`src/rtl/stage4ma.sv`:
```
// Memory-access stage: forwards ALU ops in one cycle, runs a req/ack
// data-memory handshake for loads/stores with a timeout abort.
//
// Ports:
//   clk, rst (async, active-low)
//   enable_in, pc_in, instr_in, tgt_gp_in, tgt_sr_in, result_in,
//     flags_in, store_data_in, branch_taken_in : from execute
//   stall_out                                  : hold upstream
//   mem_req, mem_we, mem_addr, mem_wdata       : to data memory
//   mem_ack, mem_rdata                         : from data memory
//   enable_out, pc_out, instr_out, tgt_gp_out, tgt_sr_out,
//     result_out, flags_out, branch_taken_out  : to write-back
//   mem_err_out                                : sticky timeout flag
module stage4ma #(
  parameter int unsigned MEM_TIMEOUT = 255,
  parameter int unsigned CNT_W       = 8
) (
  input  logic        clk,
  input  logic        rst,
  input  logic        enable_in,
  input  logic [23:0] pc_in,
  input  logic [23:0] instr_in,
  input  logic [3:0]  tgt_gp_in,
  input  logic [3:0]  tgt_sr_in,
  input  logic [23:0] result_in,
  input  logic [3:0]  flags_in,
  input  logic [23:0] store_data_in,
  input  logic        branch_taken_in,
  output logic        stall_out,
  output logic        mem_req,
  output logic        mem_we,
  output logic [23:0] mem_addr,
  output logic [23:0] mem_wdata,
  input  logic        mem_ack,
  input  logic [23:0] mem_rdata,
  output logic        enable_out,
  output logic [23:0] pc_out,
  output logic [23:0] instr_out,
  output logic [3:0]  tgt_gp_out,
  output logic [3:0]  tgt_sr_out,
  output logic [23:0] result_out,
  output logic [3:0]  flags_out,
  output logic        branch_taken_out,
  output logic        mem_err_out
);

  localparam logic [7:0] OPC_R_LD  = 8'h20;
  localparam logic [7:0] OPC_R_ST  = 8'h21;
  localparam logic [7:0] OPC_I_LDi = 8'h60;
  localparam logic [7:0] OPC_I_STi = 8'h61;

  localparam int FLAG_Z = 0;
  localparam int FLAG_C = 1;
  localparam int FLAG_N = 2;
  localparam int FLAG_V = 3;

  localparam logic [CNT_W-1:0] CNT_LAST = CNT_W'(MEM_TIMEOUT - 1);

  typedef enum logic {IDLE, ACCESS} state_t;

  state_t      state_q, state_d;
  logic [CNT_W-1:0] cnt_q, cnt_d;

  logic        req_q, req_d;
  logic        we_q, we_d;
  logic [23:0] addr_q, addr_d;
  logic [23:0] wdata_q, wdata_d;

  // sideband held while the access is outstanding
  logic [23:0] cpc_q, cpc_d;
  logic [23:0] cins_q, cins_d;
  logic [3:0]  cgp_q, cgp_d;
  logic [3:0]  csr_q, csr_d;
  logic [3:0]  cfl_q, cfl_d;
  logic        cbr_q, cbr_d;

  logic        en_q, en_d;
  logic [23:0] pc_q, pc_d;
  logic [23:0] ins_q, ins_d;
  logic [3:0]  gp_q, gp_d;
  logic [3:0]  sr_q, sr_d;
  logic [23:0] res_q, res_d;
  logic [3:0]  fl_q, fl_d;
  logic        br_q, br_d;
  logic        err_q, err_d;

  logic [7:0]  opc;
  logic        is_rd;
  logic        is_wr;
  logic [3:0]  rd_flags;

  assign opc   = instr_in[23:16];
  assign is_rd = (opc == OPC_R_LD) || (opc == OPC_I_LDi);
  assign is_wr = (opc == OPC_R_ST) || (opc == OPC_I_STi);

  always_comb begin
    rd_flags         = '0;
    rd_flags[FLAG_Z] = (mem_rdata == 24'd0);
    rd_flags[FLAG_N] = mem_rdata[23];
    rd_flags[FLAG_C] = 1'b0;
    rd_flags[FLAG_V] = 1'b0;
  end

  always_comb begin
    state_d = state_q;
    cnt_d   = cnt_q;
    req_d   = req_q;
    we_d    = we_q;
    addr_d  = addr_q;
    wdata_d = wdata_q;
    cpc_d   = cpc_q;
    cins_d  = cins_q;
    cgp_d   = cgp_q;
    csr_d   = csr_q;
    cfl_d   = cfl_q;
    cbr_d   = cbr_q;
    en_d    = 1'b0;
    pc_d    = pc_q;
    ins_d   = ins_q;
    gp_d    = gp_q;
    sr_d    = sr_q;
    res_d   = res_q;
    fl_d    = fl_q;
    br_d    = br_q;
    err_d   = err_q;
    unique case (state_q)
      IDLE: begin
        if (enable_in) begin
          if (is_rd || is_wr) begin
            cpc_d   = pc_in;
            cins_d  = instr_in;
            cgp_d   = tgt_gp_in;
            csr_d   = tgt_sr_in;
            cfl_d   = flags_in;
            cbr_d   = branch_taken_in;
            addr_d  = result_in;
            we_d    = is_wr;
            wdata_d = is_wr ? store_data_in : 24'd0;
            req_d   = 1'b1;
            cnt_d   = '0;
            state_d = ACCESS;
          end else begin
            en_d  = 1'b1;
            pc_d  = pc_in;
            ins_d = instr_in;
            gp_d  = tgt_gp_in;
            sr_d  = tgt_sr_in;
            res_d = result_in;
            fl_d  = flags_in;
            br_d  = branch_taken_in;
          end
        end
      end
      ACCESS: begin
        if (mem_ack || (cnt_q == CNT_LAST)) begin
          req_d   = 1'b0;
          state_d = IDLE;
          en_d    = 1'b1;
          pc_d    = cpc_q;
          ins_d   = cins_q;
          gp_d    = cgp_q;
          sr_d    = csr_q;
          br_d    = cbr_q;
          if (!mem_ack) begin
            err_d = 1'b1;
            res_d = 24'd0;
            fl_d  = cfl_q;
          end else if (we_q) begin
            res_d = addr_q;
            fl_d  = cfl_q;
          end else begin
            res_d = mem_rdata;
            fl_d  = rd_flags;
          end
        end else begin
          cnt_d = cnt_q + 1'b1;
        end
      end
      default: state_d = IDLE;
    endcase
  end

  always_ff @(posedge clk or negedge rst) begin
    if (!rst) begin
      state_q <= IDLE;
      cnt_q   <= '0;
      req_q   <= 1'b0;
      we_q    <= 1'b0;
      addr_q  <= '0;
      wdata_q <= '0;
      cpc_q   <= '0;
      cins_q  <= '0;
      cgp_q   <= '0;
      csr_q   <= '0;
      cfl_q   <= '0;
      cbr_q   <= 1'b0;
      en_q    <= 1'b0;
      pc_q    <= '0;
      ins_q   <= '0;
      gp_q    <= '0;
      sr_q    <= '0;
      res_q   <= '0;
      fl_q    <= '0;
      br_q    <= 1'b0;
      err_q   <= 1'b0;
    end else begin
      state_q <= state_d;
      cnt_q   <= cnt_d;
      req_q   <= req_d;
      we_q    <= we_d;
      addr_q  <= addr_d;
      wdata_q <= wdata_d;
      cpc_q   <= cpc_d;
      cins_q  <= cins_d;
      cgp_q   <= cgp_d;
      csr_q   <= csr_d;
      cfl_q   <= cfl_d;
      cbr_q   <= cbr_d;
      en_q    <= en_d;
      pc_q    <= pc_d;
      ins_q   <= ins_d;
      gp_q    <= gp_d;
      sr_q    <= sr_d;
      res_q   <= res_d;
      fl_q    <= fl_d;
      br_q    <= br_d;
      err_q   <= err_d;
    end
  end

  assign stall_out        = (state_q == ACCESS);
  assign mem_req          = req_q;
  assign mem_we           = we_q;
  assign mem_addr         = addr_q;
  assign mem_wdata        = wdata_q;
  assign enable_out       = en_q;
  assign pc_out           = pc_q;
  assign instr_out        = ins_q;
  assign tgt_gp_out       = gp_q;
  assign tgt_sr_out       = sr_q;
  assign result_out       = res_q;
  assign flags_out        = fl_q;
  assign branch_taken_out = br_q;
  assign mem_err_out      = err_q;

endmodule

```
`config.mk`:
```
export PLATFORM = sky130hd
export DESIGN_NAME = stage4ma
export DESIGN_NICKNAME = d
export VERILOG_FILES = /design/src/rtl/stage4ma.sv
export SDC_FILE = /design/constraint.sdc
export NUM_CORES = 1
export LEC_CHECK = 0
export CAP_MARGIN = 20
export CORE_ASPECT_RATIO = 1.75
export CORE_MARGIN = 3
export CORE_UTILIZATION = 48
export DETAILED_ROUTE_END_ITERATION = 10
export PLACE_DENSITY_LB_ADDON = 0.3
export SLEW_MARGIN = 10
export SYNTH_ARGS = -nofsm -noshare
export SYNTH_HDL_FRONTEND = slang
export SYNTH_SLANG_ARGS = --single-unit
```
`constraint.sdc`:
```
create_clock -name clk -period 4.3 [get_ports clk]
set_clock_uncertainty 0.05 [all_clocks]
set_input_delay 1.29 -clock clk [delete_from_list [all_inputs] [get_ports clk]]
set_output_delay 1.29 -clock clk [all_outputs]
set_load 0.05 [all_outputs]
```
* After elaboration in Yosys (flattened, before gate mapping)
Cells that the tools add are included.
Widths: inputs -> output; s select.
** Word-level totals
- Output and inout port bits :: 138
- Input port bits :: 137
- Bits in registers :: 207
- Word-level logic and storage cells :: 93
** Operators by class
- Equality and inequality tests :: 10
- Reductions and logical operators :: 10
- Mux-type cells :: 49
- Bitwise operators :: 2
- Add/sub/neg operators :: 1
** Operator list (count)
- $mux 24 :: 12
- $pmux 24 s2 :: 3
- $mux 4 :: 11
- $logic_not 24->1 :: 1
- $mux 8 :: 3
- $pmux 4 s2 :: 3
- $eq 8x6->1 const B :: 2
- $eq 8x7->1 const B :: 2
- $pmux 8 s2 :: 1
- $reduce_and 3->1 :: 5
- $mux 1 :: 12
- $add 8x1->8 const B :: 1
- $eq 8x8->1 const B :: 1
- $ne 2x2->1 const B :: 4
- $pmux 1 s2 :: 4
- $logic_or 1x1->1 :: 4
- $ne 2x1->1 const B :: 1
- $not 1->1 :: 2

* Logic depth before layout (Yosys ltp)
- Depth in word-level cells :: 6
- Mapped depth :: 9
- Mapped depth without buffers :: 6

* Worst setup path after synthesis
OpenSTA, ideal clock, no wires.
- Kind :: input to register
- Start :: input instr_in[17]
- End :: register ins_q[10] (netlist: instr_out[10])
- Stages :: 7
- Setup time :: 0.125 ns
- Required time :: 4.125 ns
- Arrival time :: 2.533 ns
- Buffers on the path :: 3
- Setup slack :: 1.592 ns
- Cell sequence :: nor4_4 > nand2_1 > a22o_1 > buf_2 > buf_6 > buf_6 > mux2_4
** Between the ends
- Word-level cells in the longest chain between the ends :: 5
- Elaborated cells between the ends (all ways) :: 9
- Those cells by class :: 5 x eq/ne; 4 x reduce/logical
** Ends and longest elaborated chain
- start: declaration :: line 22 : input logic [23:0] instr_in,
- $eq 8x6->1, or another cell as far along :: line 93 : assign is_rd = (opc == OPC_R_LD) || (opc == OPC_I_LDi);
- $logic_or 1x1->1, on equally long branches :: line 93, 94
- $logic_or 1x1->1 (*) :: line 129 : if (is_rd || is_wr) begin
- $ne 2x2->1 (no source line) (*)
- $reduce_and 3->1 (no source line) (*)
- end signal: assignment :: line 221 : ins_q <= ins_d;
- end: declaration :: line 79 : logic [23:0] ins_q, ins_d;
Every way passes the cells marked *; elsewhere a longest branch is shown, timed or not.
A chain may end at the register's enable or synchronous reset.

* Worst setup path in the final report
- Start :: register state_q (netlist: stall_out)
- End :: output stall_out
** RTL lines
- start: declaration :: line 61 : state_t state_q, state_d;
- start signal: assignment :: line 207 : state_q <= state_d;
- end: declaration :: line 29 : output logic stall_out,
No word-level cell between the ends.

==> flow_summary.toml <==
[grt]
grt_pass1_vias = 7570
antenna_found_initial = 1
grt_overflow_total = 0
grt_start_max_net_pins = 77
grt_use_total_pct = 23.6
grt_pass1_wl_um = 40300

[cells_and_area]
syn_to_final_growth_pct = 38.9
fill_cells = 1504
layout_commonest_cell = "clkdlybuf4s50_1"
utilization_pct = 68.5
nNetsFinal = 1228
layout_common_cells = "clkdlybuf4s50_1, nand2_1, dfrtp_1"
drive_gt1_share_pct = 17.6

[synth]
synth.avg_cell_area_um2 = 11.2
syn_area_um2 = 9290
synth_edf_count = 0
syn_inst = 832
synth_seq_cells = 207
ys_warn_count = 0
synth_top_flop_cell = "dfrtp_1"
synthArstFlopShare_pct = 100
ys_seq_area_share_pct = 55.8
synthesis.nets = 971
synth.distinct_cells = 35

[sta]
relSlewSlack_pct = 55.4
rsz0062_at_grt = "no"
drv_slew = 0
hold_viol = 0
max_freq_mhz = 277
worst_slew_pin_slew_ps = 669
fin_crit_sh_pct = 84.0
setup_tns_ps = 0
min_period_ps = 3610
setup_viol = 0

[placement]
gp_congestion = 0.802
port-buffer-count = 274
dpl.hpwl_um = 17400

[power]
peakVddDrop_mv = 0.317
p_leak_nw = 5.95
powerDensity_nw_per_um2 = 422

[routing]
num_vias = 6998
drc = 0
ant_nets = 0
via_per_inst = 5.23
routed_wl_um = 25200
dr.pass1.iters = 4
dr.first_iter.drc_count = 206
wl_per_cell_um = 18.8

[worst_setup_path]
r2r-end = "branch_taken_out"
r2r_start = "stall_out"
crit_chain = "clkdlybuf4s50_1"
ff2ff_setup_slack_ps = 1310
cp.required_ps = 2960
cp.arrival_ps = 2270
critPathMaxFanout = 50
critPathCaptureType = "output pin"
crit_path_max_incr_delay_ps = 960
worst-path-buf-inv = 1
worst_r2r_path_depth = 4
crit_type = "register to output pin"
cp_top_family = "buffers and inverters"
start_kind = "register"
slowest_stage = "clkdlybuf4s50_1"

[worst_hold_path]
min-delay-start = "cins_q[21]"
hold_depth = 1
hold_path_end = "cins_q[21]"
hold_path_class = "register to register"

[floorplan]
rows = 66
die_x_um = 111
core_um2 = 18800
initial_utilization_pct = 49.3
io_pins = 275
dieArea_um2 = 21100
die_h_um = 190

[clocking]
cts_sinks = 207
ctsHoldBuffers = 0
htree_levels = 1
cts_setup_buffers = 0
cts_made_buffers = 20
clk_pin_slew_ps = 60
root_buffer = "clkbuf_16"
ctsResizeCount = 0
clk_latency_ps = 490
clockBufferDepth = 3
cts_tree = "built"

[job]
cap_violations = 0

[outcome]
status = "finished clean"
[layer usage]
metal | global-route usage, % | vias up | share of wire (%)
li1 | - | 3311 | -
met1 | 27.3 | 3390 | 37
met2 | 42.0 | 245 | 53
met3 | 5.51 | 52 | 6.4
met4 | 9.51 | 0 | 3.7
met5 | 0 | - | 0
[power breakdown]
part           switching, W  internal (W)  total [W]
registers          0.000141       0.00217    0.00231
clock network      0.000723      0.000971    0.00169
logic              0.000852      0.000580    0.00143
total               0.00172       0.00372    0.00544
[cell families after synthesis]
family | share of synthesized area (%)
xor+xnor | 0.283
buf+inv | 3.88
simple gates | 13.4
compound gates | 4.73
fa+ha+maj | 0.269
mux | 21.6
flops | 55.8
[stage by stage]
stage | power [W] | instances | hold WS, ps | cell area, µm² | setup slack (ps)
2_1_floorplan | 0.00318 | 832 | 378 | 9290 | 1590
6_report | 0.00544 | 1338 | 414 | 12900 | 689
4_1_cts | 0.00550 | 1337 | 416 | 12900 | 665
3_3_place_gp | 0.00375 | 1305 | 395 | 12300 | 751
3_5_place_dp | 0.00378 | 1305 | 397 | 12300 | 702
5_1_grt | 0.00566 | 1338 | 421 | 12900 | 611
[how the worst max path moves through the flow]
stage	to	cells past startpoint	startpoint	slack (ps)
CTS	stall_out	1	stall_out	670
floorplan	instr_out[10]	7	instr_in[17]	1590
finish	stall_out	1	stall_out	690
detailed placement	pc_out[0]	6	instr_in[17]	700
global placement	pc_out[8]	6	instr_in[17]	750
global route	stall_out	1	stall_out	610
[Yosys cell counts, types with 3 or more instances]
library cell  number  area, µm²
o31ai_1            3       22.5
mux2_2           103       1160
o22ai_1           24        150
and2_1             6       37.5
o21ai_0           31        155
inv_1             29        109
buf_6              5       56.3
a21o_1             3       22.5
mux2_4            39        586
nor2_1             5       18.8
o211ai_1           5       37.5
dfrtp_1          207       5180
clkbuf_1          34        128
buf_2             12       60.1
nor4_1             4       25.0
xor2_1             3       26.3
nand3_1           31        155
mux2i_1           26        260
nand2_1          239        897
nor2b_1            3       18.8
[layout make-up]
class / instances / area [µm²] / share of cell area (%)
sequential: 207 / 5180 / 40.2
clock buffer: 29 / 606 / 4.70
timing repair buffer: 288 / 2910 / 22.6
tap: 238 / 298 / 2.31
clock inverter: 3 / 15.0 / 0.116
multi-input combinational: 543 / 3770 / 29.2
antenna: 1 / 2.50 / 0.0194
inverter: 29 / 109 / 0.844
[state kept, by name, summed over array words and instances, names as in the netlist, 4 cells and up]
register / cells
cpc_q: 24
csr_q: 4
tgt_gp_out: 4
cfl_q: 4
result_out: 24
cgp_q: 4
cnt_q: 8
pc_out: 24
instr_out: 24
cins_q: 24
mem_wdata: 24
tgt_sr_out: 4
mem_addr: 24
flags_out: 4
No activity file was read; power rests on OpenSTA's default activity.
